`src/rtl/opc6_busctl_if.sv`:
```
// Request/acknowledge port used by opc6_busctl for both its memory and its I/O side.
// The controller is the master. The memory or peripheral fabric is the slave.
interface opc6_busctl_if;
  logic        req;
  logic        we;
  logic [15:0] addr;
  logic [15:0] wdata;
  logic        ack;    // single-cycle completion strobe
  logic [15:0] rdata;  // valid while ack=1

  modport master (output req, we, addr, wdata, input ack, rdata);
  modport slave  (input req, we, addr, wdata, output ack, rdata);
endinterface

```
`src/rtl/opc6_busctl.sv`:
```
// opc6 bus controller.
// Turns each opc6 CPU bus cycle into a req/ack transfer on the memory port or the I/O port.
// The core is stalled through clken until the transfer completes.
// It also holds a 3-bit interrupt latch that drives int_b and is visible at INTC_ADDR in I/O space.
module opc6_busctl #(
  parameter logic [15:0] INTC_ADDR = 16'hFF00,
  parameter logic [7:0]  TIMEOUT   = 8'd255
) (
  input  logic                 clk,
  input  logic                 reset,
  // CPU side
  input  logic [15:0]          address,
  input  logic [15:0]          dout,
  input  logic                 rnw,
  input  logic                 vpa,
  input  logic                 vda,
  input  logic                 vio,
  output logic [15:0]          din,
  output logic                 clken,
  output logic [1:0]           int_b,
  // downstream ports
  opc6_busctl_if.master        mem,
  opc6_busctl_if.master        io,
  // external interrupt sources, rising-edge sensitive
  input  logic [1:0]           irq
);

  typedef enum logic [1:0] {IDLE, MEM, IO, DONE} state_t;

  state_t      state, state_nxt;
  logic [7:0]  wait_cnt;
  logic [2:0]  pend;
  logic [1:0]  irq_q;

  logic        access;
  logic        mem_start, io_start, intc_rd, intc_wr;
  logic        port_ack, port_timeout;
  logic        cur_we;
  logic [15:0] port_rdata;
  logic [2:0]  pend_set, pend_clr, pend_nxt;

  assign access     = vpa | vda | vio;
  assign cur_we     = (state == IO) ? io.we    : mem.we;
  assign port_rdata = (state == IO) ? io.rdata : mem.rdata;

  // Next state, one-cycle strobes and clken, decoded from the state and the live CPU bus.
  always_comb begin
    // NOTE: every output gets a default first, so no path through the case leaves a latch behind.
    state_nxt    = state;
    mem_start    = 1'b0;
    io_start     = 1'b0;
    intc_rd      = 1'b0;
    intc_wr      = 1'b0;
    port_ack     = 1'b0;
    port_timeout = 1'b0;
    clken        = 1'b0;
    case (state)
      IDLE: begin
        if (!access) begin
          clken = 1'b1;
        end else if (!vio) begin
          mem_start = 1'b1;
          state_nxt = MEM;
        end else if (address == INTC_ADDR) begin
          intc_rd   = rnw;
          intc_wr   = !rnw;
          state_nxt = DONE;
        end else begin
          io_start  = 1'b1;
          state_nxt = IO;
        end
      end
      MEM, IO: begin
        if ((state == MEM) ? mem.ack : io.ack) begin
          port_ack  = 1'b1;
          state_nxt = DONE;
        end else if (wait_cnt == TIMEOUT) begin
          port_timeout = 1'b1;
          state_nxt    = DONE;
        end
      end
      DONE: begin
        clken     = 1'b1;
        state_nxt = IDLE;
      end
      default: state_nxt = IDLE;
    endcase
    // Keep the core's synchronous reset pipeline running while reset is held.
    if (reset) clken = 1'b1;
  end

  // State register.
  always_ff @(posedge clk or posedge reset) begin
    // NOTE: clocked state uses non-blocking assignments so every register samples pre-edge values.
    if (reset) state <= IDLE;
    else       state <= state_nxt;
  end

  // Port outputs, the wait counter and the read-data register.
  always_ff @(posedge clk or posedge reset) begin
    if (reset) begin
      mem.req   <= 1'b0;
      mem.we    <= 1'b0;
      mem.addr  <= '0;
      mem.wdata <= '0;
      io.req    <= 1'b0;
      io.we     <= 1'b0;
      io.addr   <= '0;
      io.wdata  <= '0;
      wait_cnt  <= '0;
      din       <= '0;
    end else begin
      if (mem_start) begin
        mem.req   <= 1'b1;
        mem.we    <= !rnw;
        mem.addr  <= address;
        mem.wdata <= dout;
      end
      if (io_start) begin
        io.req   <= 1'b1;
        io.we    <= !rnw;
        io.addr  <= address;
        io.wdata <= dout;
      end
      if (port_ack || port_timeout) begin
        mem.req <= 1'b0;
        io.req  <= 1'b0;
      end

      if (mem_start || io_start)
        wait_cnt <= '0;
      else if ((state == MEM || state == IO) && !port_ack)
        wait_cnt <= wait_cnt + 8'd1;

      // A write leaves din untouched. An aborted access always returns all ones.
      if (port_timeout)
        din <= 16'hFFFF;
      else if (port_ack && !cur_we)
        din <= port_rdata;
      else if (intc_rd)
        din <= {13'b0, pend};
    end
  end

  // A new edge or a timeout wins over a write-one-to-clear in the same cycle.
  assign pend_set = {port_timeout, irq & ~irq_q};
  assign pend_clr = intc_wr ? dout[2:0] : 3'b000;
  assign pend_nxt = (pend & ~pend_clr) | pend_set;

  // Interrupt latch, irq edge detector and registered active-low interrupt outputs.
  always_ff @(posedge clk or posedge reset) begin
    if (reset) begin
      irq_q <= 2'b00;
      pend  <= 3'b000;
      int_b <= 2'b11;
    end else begin
      irq_q <= irq;
      pend  <= pend_nxt;
      int_b <= {!pend[1], !(pend[0] | pend[2])};
    end
  end

endmodule

```
`src/flat_wrapper.sv`:
```
// flat-port wrapper written by rule: the top's interface ports become plain ports
module opc6_busctl_flat 
#(
  parameter logic [15:0] INTC_ADDR = 16'hFF00,
  parameter logic [7:0]  TIMEOUT   = 8'd255
)
  (clk, reset, address, dout, rnw, vpa, vda, vio, din, clken, int_b, irq, mem_req, mem_we, mem_addr, mem_wdata, mem_ack, mem_rdata, io_req, io_we, io_addr, io_wdata, io_ack, io_rdata);
  opc6_busctl_if mem_i ();
  opc6_busctl_if io_i ();
  input  logic clk;
  input  logic reset;
  input  logic [15:0] address;
  input  logic [15:0] dout;
  input  logic rnw;
  input  logic vpa;
  input  logic vda;
  input  logic vio;
  output logic [15:0] din;
  output logic clken;
  output logic [1:0] int_b;
  input  logic [1:0] irq;
  output wire logic [$bits(mem_i.req)-1:0] mem_req;
  output wire logic [$bits(mem_i.we)-1:0] mem_we;
  output wire logic [$bits(mem_i.addr)-1:0] mem_addr;
  output wire logic [$bits(mem_i.wdata)-1:0] mem_wdata;
  input wire logic [$bits(mem_i.ack)-1:0] mem_ack;
  input wire logic [$bits(mem_i.rdata)-1:0] mem_rdata;
  output wire logic [$bits(io_i.req)-1:0] io_req;
  output wire logic [$bits(io_i.we)-1:0] io_we;
  output wire logic [$bits(io_i.addr)-1:0] io_addr;
  output wire logic [$bits(io_i.wdata)-1:0] io_wdata;
  input wire logic [$bits(io_i.ack)-1:0] io_ack;
  input wire logic [$bits(io_i.rdata)-1:0] io_rdata;
  assign mem_req = mem_i.req;
  assign mem_we = mem_i.we;
  assign mem_addr = mem_i.addr;
  assign mem_wdata = mem_i.wdata;
  assign mem_i.ack = mem_ack;
  assign mem_i.rdata = mem_rdata;
  assign io_req = io_i.req;
  assign io_we = io_i.we;
  assign io_addr = io_i.addr;
  assign io_wdata = io_i.wdata;
  assign io_i.ack = io_ack;
  assign io_i.rdata = io_rdata;
  opc6_busctl #(.INTC_ADDR(INTC_ADDR), .TIMEOUT(TIMEOUT)) u_core (.clk(clk), .reset(reset), .address(address), .dout(dout), .rnw(rnw), .vpa(vpa), .vda(vda), .vio(vio), .din(din), .clken(clken), .int_b(int_b), .mem(mem_i), .io(io_i), .irq(irq));
endmodule
```
`config.mk`:
```
export PLATFORM = sky130hd
export DESIGN_NAME = opc6_busctl_flat
export DESIGN_NICKNAME = d
export VERILOG_FILES = /design/src/rtl/opc6_busctl_if.sv /design/src/rtl/opc6_busctl.sv /design/src/flat_wrapper.sv
export SDC_FILE = /design/constraint.sdc
export NUM_CORES = 1
export LEC_CHECK = 0
export BUFFER_PORTS_ARGS = -buffer_cell sky130_fd_sc_hd__buf_4
export CAP_MARGIN = 20
export CORE_MARGIN = 3
export CORE_UTILIZATION = 51
export CTS_CLUSTER_DIAMETER = 200
export DETAILED_ROUTE_END_ITERATION = 6
export PLACE_DENSITY_LB_ADDON = 0.2
export SETUP_SLACK_MARGIN = 0.5
export SLEW_MARGIN = 15
export SYNTH_ARGS = -nofsm -noshare
export SYNTH_HDL_FRONTEND = slang
export SYNTH_SLANG_ARGS = --single-unit
```
`constraint.sdc`:
```
create_clock -name clk -period 4.1 [get_ports clk]
set_clock_uncertainty 0.05 [all_clocks]
set_input_delay 0.205 -clock clk [delete_from_list [all_inputs] [get_ports clk]]
set_output_delay 0.205 -clock clk [all_outputs]
set_load 0.02 [all_outputs]
```
==> reports/qor.txt, run 1 <==
Hold Crit Depth = 3
DR iter-0 viols = 146
Global-route wire length before repair = 19200 um
Sequential share of the synthesized area = 0.564
Commonest cells after routing, fill and taps aside = buf_4, nand2_1, dfrtp_1, dlygate4sd3_1, mux2_4
Drt wl/cell = 16.8 um
Hold path start = address[7]
Max cap viols = 0
Min Tclk post-route = 2.76 ns
Endpoints failing hold = 0
Commonest non-fill, non-tap cell in the layout = buf_4
CTS tree = yes
CTS H-tree depth = 3
Sw Ratio = 0.404
Crit path launch = u_core.state[0]
Port-buffer cells = 160
Post-Syn Area = 4480 um^2
Clk network pwr share = 0.128
M1 WL = 4670 um
Final setup fails = 0
Slowest CP cell = nand3_1
Num CTS Buffers = 9
Flops & latches, synth = 101
DRC = 0
Worst-Skew Late Latency = 0.35 ns
Yosys cell types = 41
CP required = 4.29 ns
Vias in the first global route = 3884
Clock Sinks = 101
Row count = 33
Post-synth EDFFs = 0
Cell taking the most area after synthesis = dfrtp_1
Clock buffer depth = 2
Worst-path clk slew = 0.10 ns
Ranking of synthesized cells by area = dfrtp_1, nand2_1, mux2_4
Cell Pwr Density = 751 nW/um^2
Worst reg-to-reg path cell count = 7
Max Clock Freq = 363 MHz
Pin count of the biggest net entering global routing = 61
Width of the die = 99.8 um
Post-synth top area share = 0.552
Psw = 1.90 mW
Die Ht = 99.8 um
Sequential Power Share = 0.357
Grt ovf = 0
Number of gates resized after cts = 0
Post-DRT Antenna Nets = 0
Initial core utilization = 0.535
Routed wire length = 11600 um
I/O pin cnt = 161
Slew @ Worst Pin = 1.03 ns
Crit start category = flip-flop
Synth Flop Type = dfrtp_1
Yosys Warn Count = 0
Via count = 3673
Area grow syn2layout = 39.9%
CP max stage delay = 0.73 ns
Slew headroom = 0.311
Async S/R FF share, synth = 1.00
Fin crit share = 0.672
CP Cell Sequence = inv_1 > ha_1 > buf_4 > mux2i_1 > nand3_1 > a211oi_1 > a31oi_1
CP endpoint kind = flip-flop
Crit Path Category = reg -> reg
RSZ-0062 raised after global routing = no
All-Layer GR Usage = 0.243
Setup_tns = 0 ns
Hold crit path type = in -> reg
Combinational fraction of design power = 0.515
Critical Path AT = 2.94 ns
Post-Syn Nets = 475
Routed met2 length = 5940 um
Final Total Pwr = 4.71 mW
Cells after synthesis = 396
VDD IR max = 0.443 mV
Core ar. = 8380 um^2
Critical Path Fanout Max = 30
Placed Instance Area = 5780 um^2
Die ar. = 9950 um^2
Fin. max-slew vios = 0
Avg Vias per Cell = 5.32
Start of the worst register-to-register path = u_core.state[0]
Outcome = completed
DP Wirelength = 8050 um
Initial antenna violation count = 0
Final Wtd Congestion = 0.751
Final nets = 660
Clk root buf = clkbuf_8
Reg2Reg Setup Slack = 1.34 ns
Share of cells above drive strength 1 = 0.399
Critical R2R Capture = u_core.din[1]
Detail Route met3 WL = 888 um
Mean Syn Cell Area = 11.3 um^2
Antenna diode instance count = 0
Int Pwr = 2.81 mW
Worst setup path endpoint = u_core.din[1]
Final Cell Area = 6270 um^2
Highest routed layer = met4
Drt first pass iters = 4
P_leak = 3.19 nW
==> how the worst min path moves through the flow <==
stage | to
after floorplan | u_core.irq_q[0]
after global placement | u_core.io.wdata[13]
after detailed placement | u_core.io.wdata[13]
after CTS | u_core.mem.addr[8]
after global routing | u_core.mem.addr[2]
final | u_core.io.addr[7]
==> critical path, delay by kind of cell (launching register included) <==
kind / cells / cell delay (ns)
compound gates: 2 / 0.63
fa+ha+maj: 1 / 0.18
buf+inv: 2 / 0.43
flops: 1 / 0.41
mux: 1 / 0.22
simple gates: 1 / 0.73
==> cells by family (layout without fill, tap and decap cells) <==
family                     count (synthesis)  after routing  share of synthesized area
xor gates and xnor gates                   6              6                     0.0117
AOI/OAI and AO/OA                         40             40                     0.0723
DFF                                      101            101                      0.564
muxes                                     48             48                      0.136
adders and majority gates                  5              5                     0.0140
buffers and inverters                     27            217                     0.0293
and+or+nand+nor                          169            169                      0.172
==> cell type report <==
cell class              count  area [um^2]
clock buffers              10          138
clock inverters             6         53.8
fillers                   588         2110
inverters                   8         32.5
multi-input cells         268         1840
flip-flops and latches    101         2530
well taps                 105          131
repair buffers            193         1550
==> synth_stat cells, types with 7 or more instances <==
library cell and instances:
nor2b_1 7, mux2i_1 16, mux2_4 24, o21ai_0 9, clkbuf_1 14, nand4_1 7, mux2_2 8, nand3_1 8
nand2_1 110, a311o_1 13, nor2_1 16, dfrtp_1 99, inv_1 8
==> flip-flops by register name, summed over array words and instances, names as in the netlist, 2 cells and up <==
register / flops
u_core.mem.addr: 16
u_core.wait_cnt: 8
u_core.int_b: 2
u_core.pend: 3
u_core.mem.wdata: 16
u_core.din: 16
u_core.io.wdata: 16
u_core.irq_q: 2
u_core.state: 2
u_core.io.addr: 16
==> power by group through the flow <==
| stage | sequential [mW] | combinational [mW] | clock [mW] |
|---|---|---|---|
| 3_5_place_dp | 1.69 | 2.41 | 0 |
| 4_1_cts | 1.68 | 2.43 | 0.624 |
| 6_report | 1.68 | 2.42 | 0.603 |
| 2_1_floorplan | 2.14 | 0.994 | 0 |
| 3_3_place_gp | 1.68 | 2.33 | 0 |
| 5_1_grt | 1.74 | 2.61 | 0.671 |
==> what timing repair did <==
action | in CTS | in global routing
setup endpoints to repair | 0 | 0
hold buffers | 27 | 0
buffers inserted | 0 | 0
hold endpoints to repair | 67 | 0
==> stage by stage <==
step	hold slack, ns	utilization	worst slack, ns	cells
final	0.0190	0.748	1.34	691
after global routing	0.00193	0.748	1.07	691
after CTS	0.00271	0.745	1.36	690
after detailed placement	0.237	0.690	1.37	647
after global placement	0.235	0.690	1.54	647
after floorplan	0.186	-	0.625	396
==> per-layer routing <==
metal / GRT usage / vias to the layer above
met5: 0 / -
met4: 0.0609 / 0
met3: 0.0785 / 10
met2: 0.422 / 124
met1: 0.294 / 1822
li1: - / 1717
Note: power is estimated with default switching activity, not from simulation.
==> run 2, diff against run 1 <==
ABC_AREA = 1   (was not set)
CORE_UTILIZATION = 50   (was 51)
clock period = 2.9 ns   (was 4.1 ns; I/O delays follow)
==> reports/qor.txt, run 2 <==
Area grow syn2layout = 36.0%
Cell Pwr Density = 1060 nW/um^2 (+42%)
Max cap viols = 0 (unchanged)
Main combinational cell family by area after synthesis = simple AND/OR/NAND/NOR gates
P_leak = 3.43 nW (+7.7%)
Top cells by count, synth = nand2_1, dfrtp_1, o21ai_0, inv_1, nor2_1
CTS H-tree depth = 3 (unchanged)
Max Clock Freq = 473 MHz (+30%)
Setup Fix Bufs, Post-CTS = 0 (unchanged)
Die Ht = 102 um (+2.4%)
Synth Flop Type = dfrtp_1
Most frequent cell after synthesis = nand2_1
Hold crit path type = in -> reg
Synth Area in XOR/XNOR = 0.00947 (-0.00225)
Drt wl/cell = 14.2 um (-16%)
Grt ovf = 0 (unchanged)
DR iter-0 viols = 163 (+12%)
Num CTS Buffers = 9 (unchanged)
Int Pwr = 3.82 mW (+36%)
Fin crit share = 0.729 (+0.0569)
DP Wirelength = 8580 um (+6.5%)
Outcome = completed
Slew headroom = 0.470 (+0.159)
Hold Crit Depth = 3 (unchanged)
CTS tree = yes
Worst reg-to-reg path cell count = 8 (+1)
Share of cells above drive strength 1 = 0.314 (-0.0857)
Post-Syn Nets = 611 (+29%)
DRC = 0 (unchanged)
CP required = 3.09 ns (-1.20 ns)
Pin count of the biggest net entering global routing = 43 (-30%)
I/O pin cnt = 161 (unchanged)
Cell taking the most area after synthesis = dfrtp_1
Clk network pwr share = 0.146 (+0.018)
Flops & latches, synth = 101 (unchanged)
Post-synthesis adder-cell area fraction = 0.0135 (-0.000423)
Commonest non-fill, non-tap cell in the layout = nand2_1
Commonest cells after routing, fill and taps aside = nand2_1, buf_4, dfrtp_1, o21ai_0, inv_1
Sw Ratio = 0.429 (+0.0251)
Fillers = 680 (+16%)
Highest routed layer = met4
Post-Synth Simple-Gate Area = 0.246 (+0.0740)
Combinational fraction of design power = 0.500 (-0.015)
Mean Syn Cell Area = 8.69 um^2 (-23%)
Reg2Reg Setup Slack = 0.79 ns (-0.56 ns)
Drt first pass iters = 5 (+1)
Worst hold slack = 0.0134 ns (-0.00561 ns)
Sequential share of the synthesized area = 0.547 (-0.0171)
Post-synth top area share = 0.536 (-0.0167)
Sequential Power Share = 0.353 (-0.004)
Routed wire length = 11600 um (about the same)
Die ar. = 10400 um^2 (+4.9%)
Detail Route met3 WL = 701 um (-21%)
Via count = 4060 (+11%)
Setup_tns = 0 ns (unchanged)
Multi-input logic area = 1730 um^2 (-5.9%)
Avg Vias per Cell = 4.96 (-6.7%)
Yosys cell types = 31 (-24%)
FF+latch area = 2530 um^2 (unchanged)
Fin. max-slew vios = 0 (unchanged)
Critical Path Fanout Max = 42 (+40%)
Vias in the first global route = 3880 (-0.10%)
Final setup fails = 0 (unchanged)
RSZ-0062 raised after global routing = no
Final nets = 785 (+19%)
Mux contribution to synthesized area = 0 (-0.136)
Ranking of synthesized cells by area = dfrtp_1, nand2_1, o21ai_0
Clock buffer depth = 2 (unchanged)
Clk root buf = clkbuf_8
Core ar. = 8850 um^2 (+5.6%)
Row count = 34 (+3.0%)
Endpoints failing hold = 0 (unchanged)
Final Wtd Congestion = 0.839 (+12%)
Layout Utilization = 0.711 (-0.0375)
Initial core utilization = 0.523 (-0.0124)
M1 WL = 5010 um (+7.4%)
Cells after synthesis = 532 (+34%)
Post-Syn Area = 4620 um^2 (+3.1%)
Yosys Warn Count = 0 (unchanged)
Critical Path AT = 2.30 ns (-0.64 ns)
Psw = 2.88 mW (+51%)
All-Layer GR Usage = 0.227 (-0.0164)
Clock Sinks = 101 (unchanged)
Port-buffer cells = 160 (unchanged)
Min Tclk post-route = 2.11 ns (-0.642 ns)
Async S/R FF share, synth = 1.00 (unchanged)
VDD IR max = 0.537 mV (+21%)
Global-route wire length before repair = 18500 um (-3.6%)
Routed met2 length = 5740 um (-3.4%)
Worst-path clk slew = 0.10 ns (about the same)
Initial antenna violation count = 0 (unchanged)
CP endpoint kind = flip-flop
Compound-Gate Fraction of Synth Area = 0.104 (+0.0319)
Slew @ Worst Pin = 0.792 ns (-0.238 ns)
Antenna diode instance count = 0 (unchanged)
Post-synth EDFFs = 0 (unchanged)
Crit start category = flip-flop
Worst-Skew Late Latency = 0.36 ns (about the same)
Width of the die = 102 um (+2.4%)
Crit Path Category = reg -> reg
Post-DRT Antenna Nets = 0 (unchanged)
-- run 2: cell count changes after synthesis, moves of 13 or more --
| cell | before | now |
|---|---|---|
| mux2i_1 | 16 | 0 |
| inv_1 | 8 | 56 |
| a21oi_1 | 3 | 17 |
| o21ai_0 | 9 | 66 |
| mux2_4 | 24 | 0 |
| a311o_1 | 13 | 0 |
| nand2_1 | 110 | 173 |
-- run 2: area by class of cell --
cell class	count	area share
Clock buffer	10	0.0219
Clock inverter	6	0.0133
Inverter	59	0.0374
Multi-Input combinational cell	351	0.275
Sequential cell	101	0.402
Tap cell	108	0.0215
Timing Repair Buffer	184	0.229
-- run 2: power by group through the flow --
stage               sequential (mW)  combinational, mW  clock [mW]
detailed placement             2.38               3.35           0
floorplan                      2.98               1.46           0
global placement               2.37               3.25           0
finish                         2.37               3.35       0.980
global route                   2.43               3.68        1.04
CTS                            2.37               3.39       0.996
-- run 2: worst max-delay path, stage by stage (launching register included) --
cell,delay [ns]
dfrtp_1,0.42
inv_1,0.12
ha_1,0.21
nand2_1,0.13
inv_1,0.09
nand2_2,0.45
buf_12,0.37
nand2_1,0.07
o21ai_0,0.08
-- run 2: logic make-up after synthesis --
family | count (synthesis)
AOI/OAI and AO/OA | 91
xor gates and xnor gates | 5
adders and majority gates | 5
buffers and inverters | 80
DFF | 101
and+or+nand+nor | 250
-- run 2: routing by layer --
| metal | vias up | track usage |
|---|---|---|
| met3 | 16 | 0.0403 |
| met2 | 130 | 0.381 |
| met5 | - | 0 |
| met1 | 1898 | 0.297 |
| li1 | 2016 | - |
| met4 | 0 | 0.0807 |
-- run 2: stage by stage --
stage	cell area [um^2]	worst slack, ns	cells	power (mW)
after global routing	6290	0.594	819	7.15
after CTS	6280	0.770	818	6.75
after floorplan	4630	0.600	532	4.44
after global placement	5890	0.942	785	5.62
after detailed placement	5890	0.815	785	5.73
final	6290	0.785	819	6.70
-- run 2: repair_timing --
item	in CTS	in global routing
gates resized for setup	0	0
hold buffers	17	1
hold endpoints to repair	47	1
-- run 2: path summary, 6_finish.rpt --
check,from,to
max,u_core.state[1],u_core.io.wdata[11]
min reg2reg,u_core.pend[1],u_core.int_b[1]
max reg2reg,u_core.state[1],u_core.io.wdata[11]
min in group asynchronous,reset,u_core.wait_cnt[2]
max in group asynchronous,reset,u_core.mem.wdata[9]
min,address[4],u_core.io.addr[4]
